==> config.mk <==
export PLATFORM = sky130hd
export DESIGN_NAME = pmem_write_buffer
export DESIGN_NICKNAME = d
export VERILOG_FILES = /design/src/rtl/pmem_write_buffer.sv
export SDC_FILE = /design/constraint.sdc
export NUM_CORES = 2
export LEC_CHECK = 0
export ABC_AREA = 1
export CAP_MARGIN = 20
export CELL_PAD_IN_SITES_DETAIL_PLACEMENT = 1
export CELL_PAD_IN_SITES_GLOBAL_PLACEMENT = 1
export CORE_AREA = 2 2 411 413
export DETAILED_ROUTE_END_ITERATION = 12
export DIE_AREA = 0 0 413 415
export GPL_TIMING_DRIVEN = 1
export PLACE_DENSITY = 0.82
export SKIP_CTS_REPAIR_TIMING = 1
export SLEW_MARGIN = 40
export SYNTH_ARGS = -nofsm -noshare
export SYNTH_HDL_FRONTEND = slang
export SYNTH_SLANG_ARGS = --single-unit
export TNS_END_PERCENT = 10
==> constraint.sdc <==
create_clock -name clk -period 15.85 [get_ports clk]
set_input_delay 4.755 -clock clk [delete_from_list [all_inputs] [get_ports clk]]
set_output_delay 4.755 -clock clk [all_outputs]
set_load 0.005 [all_outputs]
==> src/rtl/pmem_write_buffer.sv <==
// rtl/pmem_write_buffer.sv - posted line write buffer between the L2 port and physical memory
// Coalesces writes per line, serves read hits from the FIFO and drains to memory when idle.
module pmem_write_buffer #(
  parameter int DEPTH       = 4,
  parameter int LOG_DEPTH   = 2,
  parameter int LINE_SIZE   = 256,
  parameter int OFFSET_BITS = 5
) (
  input  logic                 clk,
  input  logic                 reset,
  input  logic                 mem_read,
  input  logic                 mem_write,
  input  logic [15:0]          mem_address,
  input  logic [LINE_SIZE-1:0] mem_wdata,
  output logic [LINE_SIZE-1:0] mem_rdata,
  output logic                 mem_resp,
  output logic                 pmem_read,
  output logic                 pmem_write,
  output logic [15:0]          pmem_address,
  output logic [LINE_SIZE-1:0] pmem_wdata,
  input  logic [LINE_SIZE-1:0] pmem_rdata,
  input  logic                 pmem_resp
);

  localparam int TAG_W = 16 - OFFSET_BITS;

  typedef enum logic [1:0] {IDLE, RESP, RD_MEM, DRAIN} state_t;

  state_t               state, state_next;
  logic [DEPTH-1:0]     valid;
  logic [TAG_W-1:0]     tags  [DEPTH];
  logic [LINE_SIZE-1:0] lines [DEPTH];
  logic [LOG_DEPTH-1:0] head, tail, hit_idx;
  logic [LOG_DEPTH:0]   count;
  logic [TAG_W-1:0]     req_tag, rd_tag;
  logic                 hit, full;
  logic                 wr_hit, wr_new, rd_hit, rd_miss, rd_done, drain_done;
  logic                 unused_offset;

  assign req_tag       = mem_address[15:OFFSET_BITS];
  assign unused_offset = ^mem_address[OFFSET_BITS-1:0];
  assign full          = (count == (LOG_DEPTH+1)'(DEPTH));

  // Coalescing keeps tags unique, so at most one entry can hit.
  always_comb begin
    hit     = 1'b0;
    hit_idx = '0;
    for (int i = 0; i < DEPTH; i++) begin
      if (valid[i] && (tags[i] == req_tag)) begin
        hit     = 1'b1;
        hit_idx = LOG_DEPTH'(i);
      end
    end
  end

  always_comb begin
    state_next = state;
    wr_hit     = 1'b0;
    wr_new     = 1'b0;
    rd_hit     = 1'b0;
    rd_miss    = 1'b0;
    rd_done    = 1'b0;
    drain_done = 1'b0;
    case (state)
      IDLE: begin
        if (mem_write) begin
          if (hit) begin
            wr_hit     = 1'b1;
            state_next = RESP;
          end else if (!full) begin
            wr_new     = 1'b1;
            state_next = RESP;
          end else begin
            state_next = DRAIN;
          end
        end else if (mem_read) begin
          if (hit) begin
            rd_hit     = 1'b1;
            state_next = RESP;
          end else begin
            rd_miss    = 1'b1;
            state_next = RD_MEM;
          end
        end else if (count != '0) begin
          state_next = DRAIN;
        end
      end
      RESP: state_next = IDLE;
      RD_MEM: begin
        if (pmem_resp) begin
          rd_done    = 1'b1;
          state_next = RESP;
        end
      end
      DRAIN: begin
        if (pmem_resp) begin
          drain_done = 1'b1;
          state_next = IDLE;
        end
      end
      default: state_next = IDLE;
    endcase
  end

  // Bus strobes decode straight from state so reset drops them immediately.
  assign mem_resp   = (state == RESP);
  assign pmem_read  = (state == RD_MEM);
  assign pmem_write = (state == DRAIN);
  assign pmem_wdata = (state == DRAIN) ? lines[head] : '0;

  always_comb begin
    pmem_address = '0;
    if (state == RD_MEM) pmem_address = {rd_tag, OFFSET_BITS'(0)};
    else if (state == DRAIN) pmem_address = {tags[head], OFFSET_BITS'(0)};
  end

  always_ff @(posedge clk or negedge reset) begin
    if (!reset) begin
      state     <= IDLE;
      valid     <= '0;
      head      <= '0;
      tail      <= '0;
      count     <= '0;
      mem_rdata <= '0;
      rd_tag    <= '0;
    end else begin
      state <= state_next;
      if (wr_new) begin
        valid[tail] <= 1'b1;
        tail        <= tail + LOG_DEPTH'(1);
        count       <= count + (LOG_DEPTH+1)'(1);
      end
      if (drain_done) begin
        valid[head] <= 1'b0;
        head        <= head + LOG_DEPTH'(1);
        count       <= count - (LOG_DEPTH+1)'(1);
      end
      if (rd_hit)  mem_rdata <= lines[hit_idx];
      if (rd_miss) rd_tag    <= req_tag;
      if (rd_done) mem_rdata <= pmem_rdata;
    end
  end

  // Payload storage needs no reset; the valid bits gate every use of it.
  always_ff @(posedge clk) begin
    if (wr_new) begin
      tags[tail]  <= req_tag;
      lines[tail] <= mem_wdata;
    end
    if (wr_hit) lines[hit_idx] <= mem_wdata;
  end

endmodule

==> run summary <==
Simple-gate share of the synthesized area - 0.2382
Commonest non-fill, non-tap cell in the layout - nand2_1
Hold Path Class - reg2reg
Yosys top cell by area - edfxtp_1
Vias - 61,640
Floorplan core area - 0.1667 mm²
Seq/Total Area, Yosys - 0.5731
Clock network fraction of design power - 0.271
Clock latency on the worst-skew pair - 830 ps
Yosys reg bits - 1,348
P_sw - 4.802 mW
Max Slew Vio Count - 0
Final number of setup-violating endpoints - 0
FF/Latch Area - 0.03909 mm²
# fillers - 19,160
Starting Density - 0.4091
Rows - 150
Layout cells sized above 1 - 0.06993
CP startpoint kind - primary input
Cells after synthesis - 7,763
CP Cell Sequence - clkdlybuf4s50_1 -> inv_2 -> nand2_1 -> nand4_1 -> nor2_4 -> buf_12 -> nand3_2 -> nand2_4 -> buf_4 -> buf_6 -> buf_4 -> nor2_1 -> nand2_1 -> nand3_1 -> nand3_1 -> nand2_1
Post-Synth XOR/XNOR Area - 0.001284
Slowest stage delay, CP - 780 ps
Clock-pin slew on the worst setup and hold paths - 60 ps
Worst path buffer plus inverter count - 6
HPWL after DPL - 171,400 µm
Synth Area in Adders - 0.001762
Slew margin rel. - 0.3881
CP top delay family - buffers and inverters
First-pass GRT wire length - 407,300 µm
Unrepaired setup endpoints after global routing - no
Final min period - 9611 ps
Die span in y - 415 µm
Largest net degree at the start of global routing - 181
Vias in the first global route - 65,080
Die width - 413 µm
Hold Vio Cnt, Final - 0
Placed instance count - 10,560
GRT Total Usage - 0.3140
Top cells by area in the synthesized netlist - edfxtp_1, dfrtp_1, nand2_1
LEAKAGE - 35.52 nW
Final instance area - 0.08577 mm²
Mux share of post-synthesis cell area - 0
Reg power frac - 0.367
Most frequent cells in the layout - nand2_1, edfxtp_1, clkdlybuf4s50_1
TritonRoute pass-1 iters - 6
PortBufs - 1,053
Vias per cell - 5.640
H-tree lvl count - 4
Remaining DRCs - 0
CP Class - in2reg
Slowest cell on crit path - buf_4
Slew @ Worst Pin - 917.8 ps
Synth-to-Final Area Change - 25.79%
Initial DRC count - 5,002
Pwr Total - 13.22 mW
Largest family of logic cells by synthesized area - simple AND/OR/NAND/NOR gates
Combinational power share - 0.362
# IOs - 1,064
Clk sinks - 1,348
Die area - 0.1714 mm²
CTS Root Cell - clkbuf_16
P_int - 8.421 mW
Post-synth top area share - 0.4703
Compound-Gate Fraction of Synth Area - 0.1013
Area of the multi-input gates - 0.02350 mm²
Placed inst area - 0.08034 mm²
Number of synthesis warnings - 0
CP Data Required Time - 16,550 ps
Total grt overflow - 0
Antenna violations before repair - 82
Worst Skew - 43.75 ps
Data arrival, critical path - 10,310 ps
Synth cell types - 38
Routed wire length - 278,100 µm
F_max - 104.0 MHz
Peak supply drop - 0.0001182 V
Power Density - 154.2 mW/mm²
Max_cap viols - 0
Critical Path End Type - register
Drt wl/cell - 25.45 µm
Crit path top cell by count - nand2_1
Final nets - 9,064
Setup TNS - 0 ps
Critical Path Fanout Max - 81
CTS tree - done
Total CTS buffers - 153
Post-Syn Area per Cell - 8.783 µm²
Post-DRT Antenna Nets - 0
Routability cong. - 0.8947
Fin crit share - 0.6064
Sw Ratio - 0.3631
Post-Syn Area - 0.06819 mm²
Status - finished, final reports clean
Maximum clock insertion buffer count - 3
Non-Filler Instances - 10,930
state kept, by name, indices dropped and copies added (netlist names):
signal / flops
valid: 4
tail: 2
lines: 1024
tags: 44
count: 3
mem_rdata: 256
rd_tag: 11
state: 2
head: 2
cell usage after synthesis:
cell and number:
inv_2 16, and2_0 1, ha_1 8, a22oi_1 1
fa_1 1, nor4_1 1, buf_4 62, or2_2 256
nor2_4 1, o2bb2ai_1 1, a21oi_1 794, o21ai_1 9
conb_1 1, xor2_1 6, nand2_2 2, nand3_2 1
xnor2_1 4, nand3_1 791, nor3b_1 1, and2_1 1
dfrtp_1 280, clkinv_1 1, nor2_1 573, nand4_1 8
inv_1 842, nand3b_1 259, buf_6 4, o21ai_0 540
o211ai_1 3, edfxtp_1 1068, nor2_2 2, nand2_1 1722
o21a_1 4, a32o_1 11, clkbuf_1 304, buf_2 147
a21boi_0 1, buf_1 36
per-stage QoR:
step | hold slack (ps) | util | worst slack [ps]
final | 477.1 | 0.5146 | 6239
after global routing | 495.6 | 0.5144 | 6009
after CTS | 479.8 | 0.5119 | 5878
after detailed placement | 464.3 | 0.4820 | 5466
after global placement | 460.9 | 0.4793 | 4574
after floorplan | 454.2 | - | -1635
final cells by class:
class                      instances  area share
clock inverter                    69    0.008797
timing repair buffer            1153      0.1400
multi-input combinational       5007      0.2740
sequential                      1348      0.4557
clock buffer                     215     0.04928
antenna                           73    0.002130
tap                             2204     0.03215
inverter                         859     0.03797
power groups by stage:
| stage | sequential [mW] | clock [mW] | combinational (mW) |
|---|---|---|---|
| after floorplan | 4.98 | 0 | 2.17 |
| after global placement | 4.88 | 0 | 4.46 |
| after detailed placement | 4.92 | 0 | 4.64 |
| after CTS | 4.86 | 3.62 | 4.70 |
| after global routing | 4.90 | 3.76 | 5.13 |
| final | 4.85 | 3.59 | 4.79 |
metal layers:
metal  vias up  wire, µm  GRT usage
met5         -       239          0
met4        38     17430     0.2059
met3       679     23360    0.07609
met2      2749    134500     0.5171
met1     30900    102600     0.3630
li1      27280         -          -
path summary, 6_finish.rpt:
check                      slack [ps]            from  depth (start not counted)              to
max                              6240  mem_address[8]                         16  mem_rdata[133]
min                               480  mem_rdata[209]                          2  mem_rdata[209]
max reg2reg                     10630      tags[3][0]                         14  mem_rdata[133]
min reg2reg                       480  mem_rdata[209]                          2  mem_rdata[209]
max in group asynchronous       10230           reset                          4  mem_rdata[209]
min in group asynchronous        3860           reset                          1   mem_rdata[54]
cell families (layout without fill, tap and decap cells):
logic type / count (synthesis) / in the layout
AND/OR/NAND/NOR: 3619 / 3619
flip-flops: 1348 / 1348
XOR/XNOR: 10 / 10
adder cells (fa/ha/maj): 9 / 9
AO/OA/AOI/OAI: 1364 / 1364
buffers and inverters: 1412 / 2296
other: 1 / 78
worst register-to-register path, delay by kind of cell, from the launching register on:
| kind | cells | cell delay, ps |
|---|---|---|
| buf+inv | 4 | 2640 |
| flops | 1 | 410 |
| simple gates | 10 | 2060 |
Power figures use the tool's default switching activity.
